==> src/rtl/atm_pkg.sv <==
`default_nettype none
// ============================================================================
//  Module      : atm_pkg
//  Description : Shared types and default widths for the ATM transaction
//                controller: FSM state encoding and transaction opcode.
//  Revision    : 1.0 - initial release
// ============================================================================
package atm_pkg;

    localparam int DEF_BAL_W = 8;   // default balance width
    localparam int DEF_AMT_W = 6;   // default switch amount/PIN width

    typedef enum logic [2:0] {
        ST_IDLE  = 3'd0,
        ST_PIN   = 3'd1,
        ST_READY = 3'd2,
        ST_EXEC  = 3'd3,
        ST_HOLD  = 3'd4,
        ST_LOCK  = 3'd5
    } state_t;

    typedef enum logic {
        OP_DEP = 1'b0,
        OP_WDR = 1'b1
    } op_t;

endpackage
`default_nettype wire

==> src/rtl/atm_txn_controller_hold_timer.sv <==
`default_nettype none
// ============================================================================
//  Module      : hold_timer
//  Description : Loadable down-counter that times how long a result is shown.
//                start loads HOLD_CYCLES; done is high during the last cycle
//                of the hold window (counter == 1).
//  Ports       : clk, reset (async, active-high), start (load), done
//  Revision    : 1.0 - initial release
// ============================================================================
module hold_timer #(
    parameter int HOLD_CYCLES = 50_000_000
) (
    input  logic clk,
    input  logic reset,
    input  logic start,
    output logic done
);

    localparam int          CNT_W  = $clog2(HOLD_CYCLES + 1);
    localparam logic [CNT_W-1:0] C_LOAD = CNT_W'(HOLD_CYCLES);
    localparam logic [CNT_W-1:0] C_ONE  = CNT_W'(1);

    logic [CNT_W-1:0] r_cnt;

    always_ff @(posedge clk or posedge reset) begin
        if (reset) begin
            r_cnt <= '0;
        end else if (start) begin
            r_cnt <= C_LOAD;
        end else if (r_cnt != '0) begin
            r_cnt <= r_cnt - C_ONE;
        end
    end

    // Loaded on the edge that enters HOLD, so the window is exactly
    // HOLD_CYCLES cycles when the FSM leaves on the cycle where count == 1.
    assign done = (r_cnt == C_ONE);

endmodule
`default_nettype wire

==> src/rtl/atm_txn_controller.sv <==
`default_nettype none
// ============================================================================
//  Module      : atm_txn_controller
//  Description : ATM transaction sequencer. Gates deposit/withdraw behind a
//                card-present and PIN check, owns the balance register,
//                enforces overflow / insufficient-funds / retry-lockout rules
//                and holds each result on the LEDs for HOLD_CYCLES cycles.
//  Ports       : clk, reset (async, active-high)
//                card_in, dep_req, wdr_req, sw[AMT_W]   - user inputs
//                balance[BAL_W]                         - to BCD display
//                led_ok, led_err, led_lock, ready       - status
//  Revision    : 1.0 - initial release
// ============================================================================
module atm_txn_controller
    import atm_pkg::*;
#(
    parameter int               BAL_W       = DEF_BAL_W,
    parameter int               AMT_W       = DEF_AMT_W,
    parameter logic [AMT_W-1:0] PIN         = 6'b101101,
    parameter int               MAX_TRIES   = 3,
    parameter int               HOLD_CYCLES = 50_000_000,
    parameter logic [BAL_W-1:0] INIT_BAL    = '0
) (
    input  logic             clk,
    input  logic             reset,
    input  logic             card_in,
    input  logic             dep_req,
    input  logic             wdr_req,
    input  logic [AMT_W-1:0] sw,
    output logic [BAL_W-1:0] balance,
    output logic             led_ok,
    output logic             led_err,
    output logic             led_lock,
    output logic             ready
);

    localparam int              TRY_W = $clog2(MAX_TRIES + 1);
    localparam int              PAD_W = BAL_W + 1 - AMT_W;
    localparam logic [TRY_W-1:0] C_MAX_TRIES = TRY_W'(MAX_TRIES);
    localparam logic [TRY_W-1:0] C_TRY_ONE   = TRY_W'(1);

    state_t           r_state, w_state_nxt;
    state_t           r_ret,   w_ret_nxt;
    op_t              r_op,    w_op_nxt;
    logic [AMT_W-1:0] r_amt,   w_amt_nxt;
    logic [BAL_W-1:0] r_bal,   w_bal_nxt;
    logic [TRY_W-1:0] r_tries, w_tries_nxt;
    logic             r_led_ok,  w_led_ok_nxt;
    logic             r_led_err, w_led_err_nxt;
    logic             w_start;
    logic             w_done;

    // Arithmetic carried one bit wider so the top bit flags carry/borrow.
    logic [BAL_W:0]   w_amt_ext;
    logic [BAL_W:0]   w_sum;
    logic [BAL_W:0]   w_diff;
    logic [TRY_W-1:0] w_tries_inc;

    assign w_amt_ext   = {{PAD_W{1'b0}}, r_amt};
    assign w_sum       = {1'b0, r_bal} + w_amt_ext;
    assign w_diff      = {1'b0, r_bal} - w_amt_ext;
    assign w_tries_inc = r_tries + C_TRY_ONE;

    hold_timer #(
        .HOLD_CYCLES (HOLD_CYCLES)
    ) u_hold_timer (
        .clk   (clk),
        .reset (reset),
        .start (w_start),
        .done  (w_done)
    );

    always_ff @(posedge clk or posedge reset) begin
        if (reset) begin
            r_state   <= ST_IDLE;
            r_ret     <= ST_IDLE;
            r_op      <= OP_DEP;
            r_amt     <= '0;
            r_bal     <= INIT_BAL;
            r_tries   <= '0;
            r_led_ok  <= 1'b0;
            r_led_err <= 1'b0;
        end else begin
            r_state   <= w_state_nxt;
            r_ret     <= w_ret_nxt;
            r_op      <= w_op_nxt;
            r_amt     <= w_amt_nxt;
            r_bal     <= w_bal_nxt;
            r_tries   <= w_tries_nxt;
            r_led_ok  <= w_led_ok_nxt;
            r_led_err <= w_led_err_nxt;
        end
    end

    always_comb begin
        w_state_nxt   = r_state;
        w_ret_nxt     = r_ret;
        w_op_nxt      = r_op;
        w_amt_nxt     = r_amt;
        w_bal_nxt     = r_bal;
        w_tries_nxt   = r_tries;
        w_led_ok_nxt  = r_led_ok;
        w_led_err_nxt = r_led_err;
        w_start       = 1'b0;

        case (r_state)
            ST_IDLE: begin
                if (card_in) w_state_nxt = ST_PIN;
            end

            ST_PIN: begin
                if (!card_in) begin
                    w_state_nxt = ST_IDLE;
                    w_tries_nxt = '0;
                end else if (dep_req || wdr_req) begin
                    if (sw == PIN) begin
                        w_state_nxt = ST_READY;
                        w_tries_nxt = '0;
                    end else begin
                        w_tries_nxt = w_tries_inc;
                        if (w_tries_inc == C_MAX_TRIES) begin
                            w_state_nxt = ST_LOCK;
                        end else begin
                            w_state_nxt   = ST_HOLD;
                            w_ret_nxt     = ST_PIN;
                            w_led_err_nxt = 1'b1;
                            w_start       = 1'b1;
                        end
                    end
                end
            end

            ST_READY: begin
                if (!card_in) begin
                    w_state_nxt = ST_IDLE;
                    w_tries_nxt = '0;
                end else if (dep_req && wdr_req) begin
                    w_state_nxt   = ST_HOLD;
                    w_ret_nxt     = ST_READY;
                    w_led_err_nxt = 1'b1;
                    w_start       = 1'b1;
                end else if (dep_req || wdr_req) begin
                    w_state_nxt = ST_EXEC;
                    w_op_nxt    = dep_req ? OP_DEP : OP_WDR;
                    w_amt_nxt   = sw;
                end
            end

            ST_EXEC: begin
                // Commit always happens; card removal only redirects the
                // next state and suppresses the result LEDs.
                if (r_op == OP_DEP) begin
                    if (!w_sum[BAL_W]) w_bal_nxt = w_sum[BAL_W-1:0];
                end else begin
                    if (!w_diff[BAL_W]) w_bal_nxt = w_diff[BAL_W-1:0];
                end
                if (card_in) begin
                    w_state_nxt   = ST_HOLD;
                    w_ret_nxt     = ST_READY;
                    w_start       = 1'b1;
                    w_led_ok_nxt  = (r_op == OP_DEP) ? !w_sum[BAL_W] : !w_diff[BAL_W];
                    w_led_err_nxt = (r_op == OP_DEP) ?  w_sum[BAL_W] :  w_diff[BAL_W];
                end else begin
                    w_state_nxt = ST_IDLE;
                    w_tries_nxt = '0;
                end
            end

            ST_HOLD: begin
                if (!card_in) begin
                    w_state_nxt   = ST_IDLE;
                    w_tries_nxt   = '0;
                    w_led_ok_nxt  = 1'b0;
                    w_led_err_nxt = 1'b0;
                end else if (w_done) begin
                    w_state_nxt   = r_ret;
                    w_led_ok_nxt  = 1'b0;
                    w_led_err_nxt = 1'b0;
                end
            end

            ST_LOCK: begin
                // Terminal until reset.
            end

            default: begin
                w_state_nxt   = ST_IDLE;
                w_led_ok_nxt  = 1'b0;
                w_led_err_nxt = 1'b0;
            end
        endcase
    end

    assign balance  = r_bal;
    assign led_ok   = r_led_ok;
    assign led_err  = r_led_err;
    assign led_lock = (r_state == ST_LOCK);
    assign ready    = (r_state == ST_READY);

endmodule
`default_nettype wire

==> config.mk <==
export PLATFORM = sky130hd
export DESIGN_NAME = atm_txn_controller
export DESIGN_NICKNAME = d
export VERILOG_FILES = /design/src/rtl/atm_pkg.sv /design/src/rtl/atm_txn_controller_hold_timer.sv /design/src/rtl/atm_txn_controller.sv
export SDC_FILE = /design/constraint.sdc
export NUM_CORES = 1
export LEC_CHECK = 0
export CAP_MARGIN = 20
export CORE_MARGIN = 2
export CORE_UTILIZATION = 30
export DETAILED_ROUTE_END_ITERATION = 8
export SYNTH_ARGS = -nofsm -noshare
export SYNTH_HDL_FRONTEND = slang
export SYNTH_SLANG_ARGS = --single-unit
==> constraint.sdc <==
create_clock -name clk -period 3.28 [get_ports clk]
set_clock_uncertainty 0.15 [all_clocks]
set_input_delay 0.328 -clock clk [delete_from_list [all_inputs] [get_ports clk]]
set_output_delay 0.328 -clock clk [all_outputs]
set_load 0.03 [all_outputs]
# == Word-level counts from Yosys, hierarchy flattened ==
# Index checks and enable logic that the tools add are counted.
# op_classes
bitwise,4
mux,53
eq_ne,22
addsub,4
reduce_logical,19
# ops
operator,count
two-way mux 26 bit,2
two-way mux 3 bit,17
"== test 26 x 1 -> 1 bit, second input constant",1
nonzero test 26 bit,1
"subtractor 26 x 1 -> 26 bit, second input constant",1
two-way mux 8 bit,3
two-way mux 1 bit,21
"!= test 2 bit, second input constant",10
case mux 3 bit (6 select lines),1
adder 8 x 6 -> 9 bit,1
case mux 3 bit (3 select lines),1
AND reduction 3 bit,3
AND reduction 9 bit,1
subtractor 8 x 6 -> 9 bit,1
two-way mux 2 bit,4
AND reduction 8 bit,1
"== test 3 x 2 -> 1 bit, second input constant",2
"== test 3 bit, second input constant",2
"== test 6 bit, second input constant",1
case mux 1 bit (3 select lines),2
case mux 1 bit (5 select lines),1
AND reduction 5 bit,1
"!= test 4 x 2 -> 1 bit, second input constant",1
inverter 1 bit,4
other kinds (17),19
# totals
regBits,51
out_inout_bits,12
word_cells,111
inputBits,11

# == Logic depth before layout (Yosys ltp) ==
# depth
depth_word,8
ltp_mapped,10
depth_no_buf,9

# == Cells and area by module ==
# From an unflattened synthesis, not the netlist that was laid out.
# hier_totals
cells_unflattened,369
hier_area_um2,3377.0
# by_module_without_submodules
mod,cells_per_inst,area_per_inst_um2,seq_area_each_um2,n_inst
atm_txn_controller,210,1833.0,600.6,1
hold_timer,159,1544.0,650.6,1

# == Worst setup path before layout ==
# Ideal clock, no wire load.
# synth_path
path_kind,register -> register
from,register r_bal[0] (netlist: balance[0])
to,register r_bal[3] (netlist: balance[3])
path_slack_ps,578
t_required_ps,3005
setup_ps,125
period_less_slack_ps,2702
path_buffers,0
arrival_ps,2427
stages_incl_launch_ff,8
path_cell_list,dfrtp_1 -> ha_1 -> fa_1 -> nand2b_1 -> a221oi_1 -> o31a_1 -> a2111oi_2 -> mux2_2
# synth_between
elab_chain_len,3
elab_cells_between_ends,8
classes_between,add/sub: 2; eq/ne: 2; mux: 3; reduce/logical: 1
# synth_lines
item,line_no,text
"start, declared",atm_txn_controller.sv:46,"logic [BAL_W-1:0] r_bal, w_bal_nxt;"
"start signal, assigned",atm_txn_controller.sv:88,r_bal <= w_bal_nxt;
subtractor 8 x 6 -> 9 bit or adder 8 x 6 -> 9 bit (tied branches),"atm_txn_controller.sv:61, atm_txn_controller.sv:60",
!= test 2 bit (no line) (tied with other cells),-,
AND reduction 3 bit (no line) or two-way mux 8 bit (tied branches),-,
# Several ways; a longest one is shown, not always the timed one. The select of a mux whose other input is x is not followed.
# A chain may end at the register's enable or synchronous reset.

# == Final worst setup path ==
# layout_path
from,register r_bal[0] (netlist: balance[0])
to,register r_bal[2] (netlist: balance[2])
# Same word-level chain as after synthesis.

==> results.yml <==
status:
  run_status: "finished clean"
final_layout:
  number_of_nets_in_the_final_layout: 381
  n_antenna_cell: 0
  ratio_of_cells_with_drive_above_1_in_the_final_layout: 0.0904
  layout.cells.non_filler: 490
  post_layout_util: 0.353
  layout-area-overhead-vs-synth_pct: 14.7
floorplan:
  row_count: 37
  pin_count: 23
  dieArea_um2: 11300
  die_h_um: 106
  core_region_area_um2: 10200
  die-width_um: 106
  start_util: 0.308
drt:
  drt_first_iter_violations: 82
  detail_route.wl_per_cell_um: 13.6
  route.detailed.vias_per_inst: 4.88
  remaining_drcs: 0
  route.antenna.remaining_nets: 0
  dr_total_vias: 2391
  detailed_route_wire_length_mm: 6.64
  drtPass1Iterations: 4
synth:
  yosysMostFrequentCell: "sky130_fd_sc_hd__dfrtp_1"
  ys_top_cells_by_count: "sky130_fd_sc_hd__dfrtp_1, sky130_fd_sc_hd__nor2_1, sky130_fd_sc_hd__nand2_1, sky130_fd_sc_hd__o21ai_0, sky130_fd_sc_hd__xnor2_1"
  synth.yosys.seq_area_share: 0.398
  synth.avg_cell_area_um2: 9.45
  ys_async_sr_fraction: 1.00
  synthesized_area_fraction_occupied_by_and_or_nand_nor_cells: 0.232
  postSynthNetCount: 361
  synth-seq-cells: 50
  main_combinational_cell_family_by_area_after_synthesis: "simple AND/OR/NAND/NOR gates"
  synth-compound-area-share: 0.149
  post_synth_fa_ha_maj_area_fraction: 0.0724
  synth_xor_xnor_area_share: 0.0668
  ys_dominant_reg_cell: "sky130_fd_sc_hd__dfrtp_1"
  ys_types: 60
  synth_enable_flop_cells: 0
  ys.warnings.count: 0
  ys_top_cells_by_area: "sky130_fd_sc_hd__dfrtp_1, sky130_fd_sc_hd__ha_1, sky130_fd_sc_hd__xnor2_1, sky130_fd_sc_hd__nor2_1, sky130_fd_sc_hd__o21ai_0"
  netlist.top_cell.by_area: "sky130_fd_sc_hd__dfrtp_1"
  synth_mux_area_frac: 0.0433
  synthCells: 333
  post_synthesis_instance_area_um2: 3150
  synthDominantCellAreaShare: 0.398
critical_path:
  critical_path.max_fanout: 11
  worst-endpoint-required_ns: 3.36
  cp_slowest_stage_delay_ns: 0.53
  critical_path_arrival_ns: 2.79
  cp_cell_sequence: "ha_1, fa_1, nand2b_1, a221oi_1, o31a_1, a2111oi_2, buf_4, nor2_1, a21oi_1"
  crit_type: "reg -> reg"
  critPathSlowestCell: "sky130_fd_sc_hd__a2111oi_2"
  timing.critical_path.to_type: "flip-flop"
  critPathLaunchType: "flip-flop"
global_routing:
  grt_antenna_before_repair: 0
  first_global_vias: 2448
  leftover_overflow_at_the_end_of_global_routing: 0
  track_usage: 0.128
  grt_first_pass_wirelength_mm: 11.9
  maximum_number_of_pins_on_one_net_before_global_route_repair: 31
run:
  max_cap_violations: 0
sta:
  minimum_clock_period_after_layout_ns: 2.71
  setup_viol_count_final: 0
  timing.setup.tns_ns: 0
  rsz0062_at_grt: "false"
  timing_max_transition_violations_final: 0
  achievable-frequency_ghz: 0.369
  worstMarginPinSlew_ns: 0.700
  post-route-period-util: 0.827
  worst_slew_margin_rel: 0.530
  hold_viol: 0
power_and_ir_drop:
  vdd.ir_drop.worst_v: 0.000307
  p_leak_uw: 0.00143
  power-per-cell-area_nw_per_um2: 745
place:
  io_buffer_count: 22
  place.detailed.hpwl_mm: 4.92
  routabilityCongestion: 0.871
  placed_cells_incl_taps: 482
clocking:
  cts.root.buffer_cell: "sky130_fd_sc_hd__clkbuf_8"
  clock_tree_from_tritoncts: "done"
  tritoncts.num_buffers: 5
  htreeDepth: 2
  worst_setup_hold_path_clk_slew_ns: 0.10
  clkSinkCount: 50
  clk_path_buf_depth: 2
  post-cts-setup-buffers: 0
  cts_repair_resize_count: 0
  clock_latency_ns: 0.31
  count_of_hold_fix_buffers_inserted_at_cts: 0
hold_path:
  hold_wc_path_type: "in -> async"
==> final cells by class <==
| cell class | count | area (um2) |
|---|---|---|
| fill | 1032 | 6620 |
| multi-input combinational | 253 | 1770 |
| sequential | 50 | 1250 |
| timing repair buffer | 25 | 243 |
| tap | 136 | 170 |
| clock buffer | 7 | 76.3 |
| inverter | 18 | 67.6 |
| clock inverter | 1 | 30.0 |
==> placed cells by master, fill, tap and decap left out, types with 4 or more instances in the layout <==
cell type                         count
sky130_fd_sc_hd__dfrtp_1             50
sky130_fd_sc_hd__nor2_1              35
sky130_fd_sc_hd__nand2_1             25
sky130_fd_sc_hd__o21ai_0             22
sky130_fd_sc_hd__clkdlybuf4s50_1     22
sky130_fd_sc_hd__xnor2_1             19
sky130_fd_sc_hd__a21oi_1             18
sky130_fd_sc_hd__inv_1               17
sky130_fd_sc_hd__ha_1                15
sky130_fd_sc_hd__nor3_1              11
sky130_fd_sc_hd__nor2b_1              9
sky130_fd_sc_hd__mux2_2               9
sky130_fd_sc_hd__nand2b_1             6
sky130_fd_sc_hd__or3_1                6
sky130_fd_sc_hd__nor3b_1              5
sky130_fd_sc_hd__and3_1               5
sky130_fd_sc_hd__xor2_1               5
sky130_fd_sc_hd__clkbuf_8             5
sky130_fd_sc_hd__and2_1               4
sky130_fd_sc_hd__a31oi_1              4
sky130_fd_sc_hd__nor4_2               4
sky130_fd_sc_hd__nand3b_1             4
==> through the flow <==
step / hold WS, ns / setup slack [ns] / instance area, um2 / total power (uW)
floorplan: 0.264 / 0.578 / 3150 / 1930
global placement: 0.319 / 0.623 / 3500 / 2230
detailed placement: 0.328 / 0.563 / 3500 / 2260
CTS: 0.222 / 0.546 / 3610 / 2710
global route: 0.239 / 0.271 / 3610 / 2930
finish: 0.201 / 0.567 / 3610 / 2690
==> flip-flops by register name, summed over array words and instances, names as in the netlist <==
| name | cells |
|---|---|
| r_amt | 6 |
| u_hold_timer.r_cnt | 26 |
| led_ok | 1 |
| balance | 8 |
| led_err | 1 |
| r_ret | 2 |
| r_tries | 2 |
| r_op | 1 |
| r_state | 3 |
==> critical path: cells and delay by family, from the launching register on <==
family,cells,cell delay (ns)
AO/OA/AOI/OAI,4,1.02
adder cells (fa/ha/maj),2,0.62
AND/OR/NAND/NOR,2,0.16
buffers and inverters,1,0.27
flip-flops,1,0.41
==> routing by layer <==
metal  track usage  part of all wire  vias to the layer above
li1              -                 -                     1207
met1         0.176              0.47                     1156
met2         0.216              0.50                       23
met3        0.0202             0.021                        5
met4        0.0250            0.0074                        0
met5             0                 0                        -
==> power breakdown <==
group	total [uW]	internal, uW	leakage (uW)	switching (uW)
clock network	440	229	0.0000524	211
logic	1230	553	0.000771	678
registers	1020	793	0.000604	225
==> final timing paths <==
path,slack [ns],to,cells past startpoint,start
max,0.57,balance[2],9,balance[0]
min reg2reg,0.35,r_ret[0],2,r_ret[0]
max in group asynchronous,2.01,u_hold_timer.r_cnt[21],3,reset
max reg2reg,0.57,balance[2],9,balance[0]
min in group clk,0.35,r_ret[0],2,r_ret[0]
min,0.20,led_err,2,reset
==> logic make-up (layout without fill, tap and decap cells) <==
group / count (synthesis) / after routing
multiplexers: 12 / 12
AO/OA/AOI/OAI: 70 / 70
buffers and inverters: 30 / 51
adder cells (fa/ha/maj): 17 / 17
flip-flops: 50 / 50
XOR/XNOR: 24 / 24
AND/OR/NAND/NOR: 130 / 130
Power figures use the tool's default switching activity.
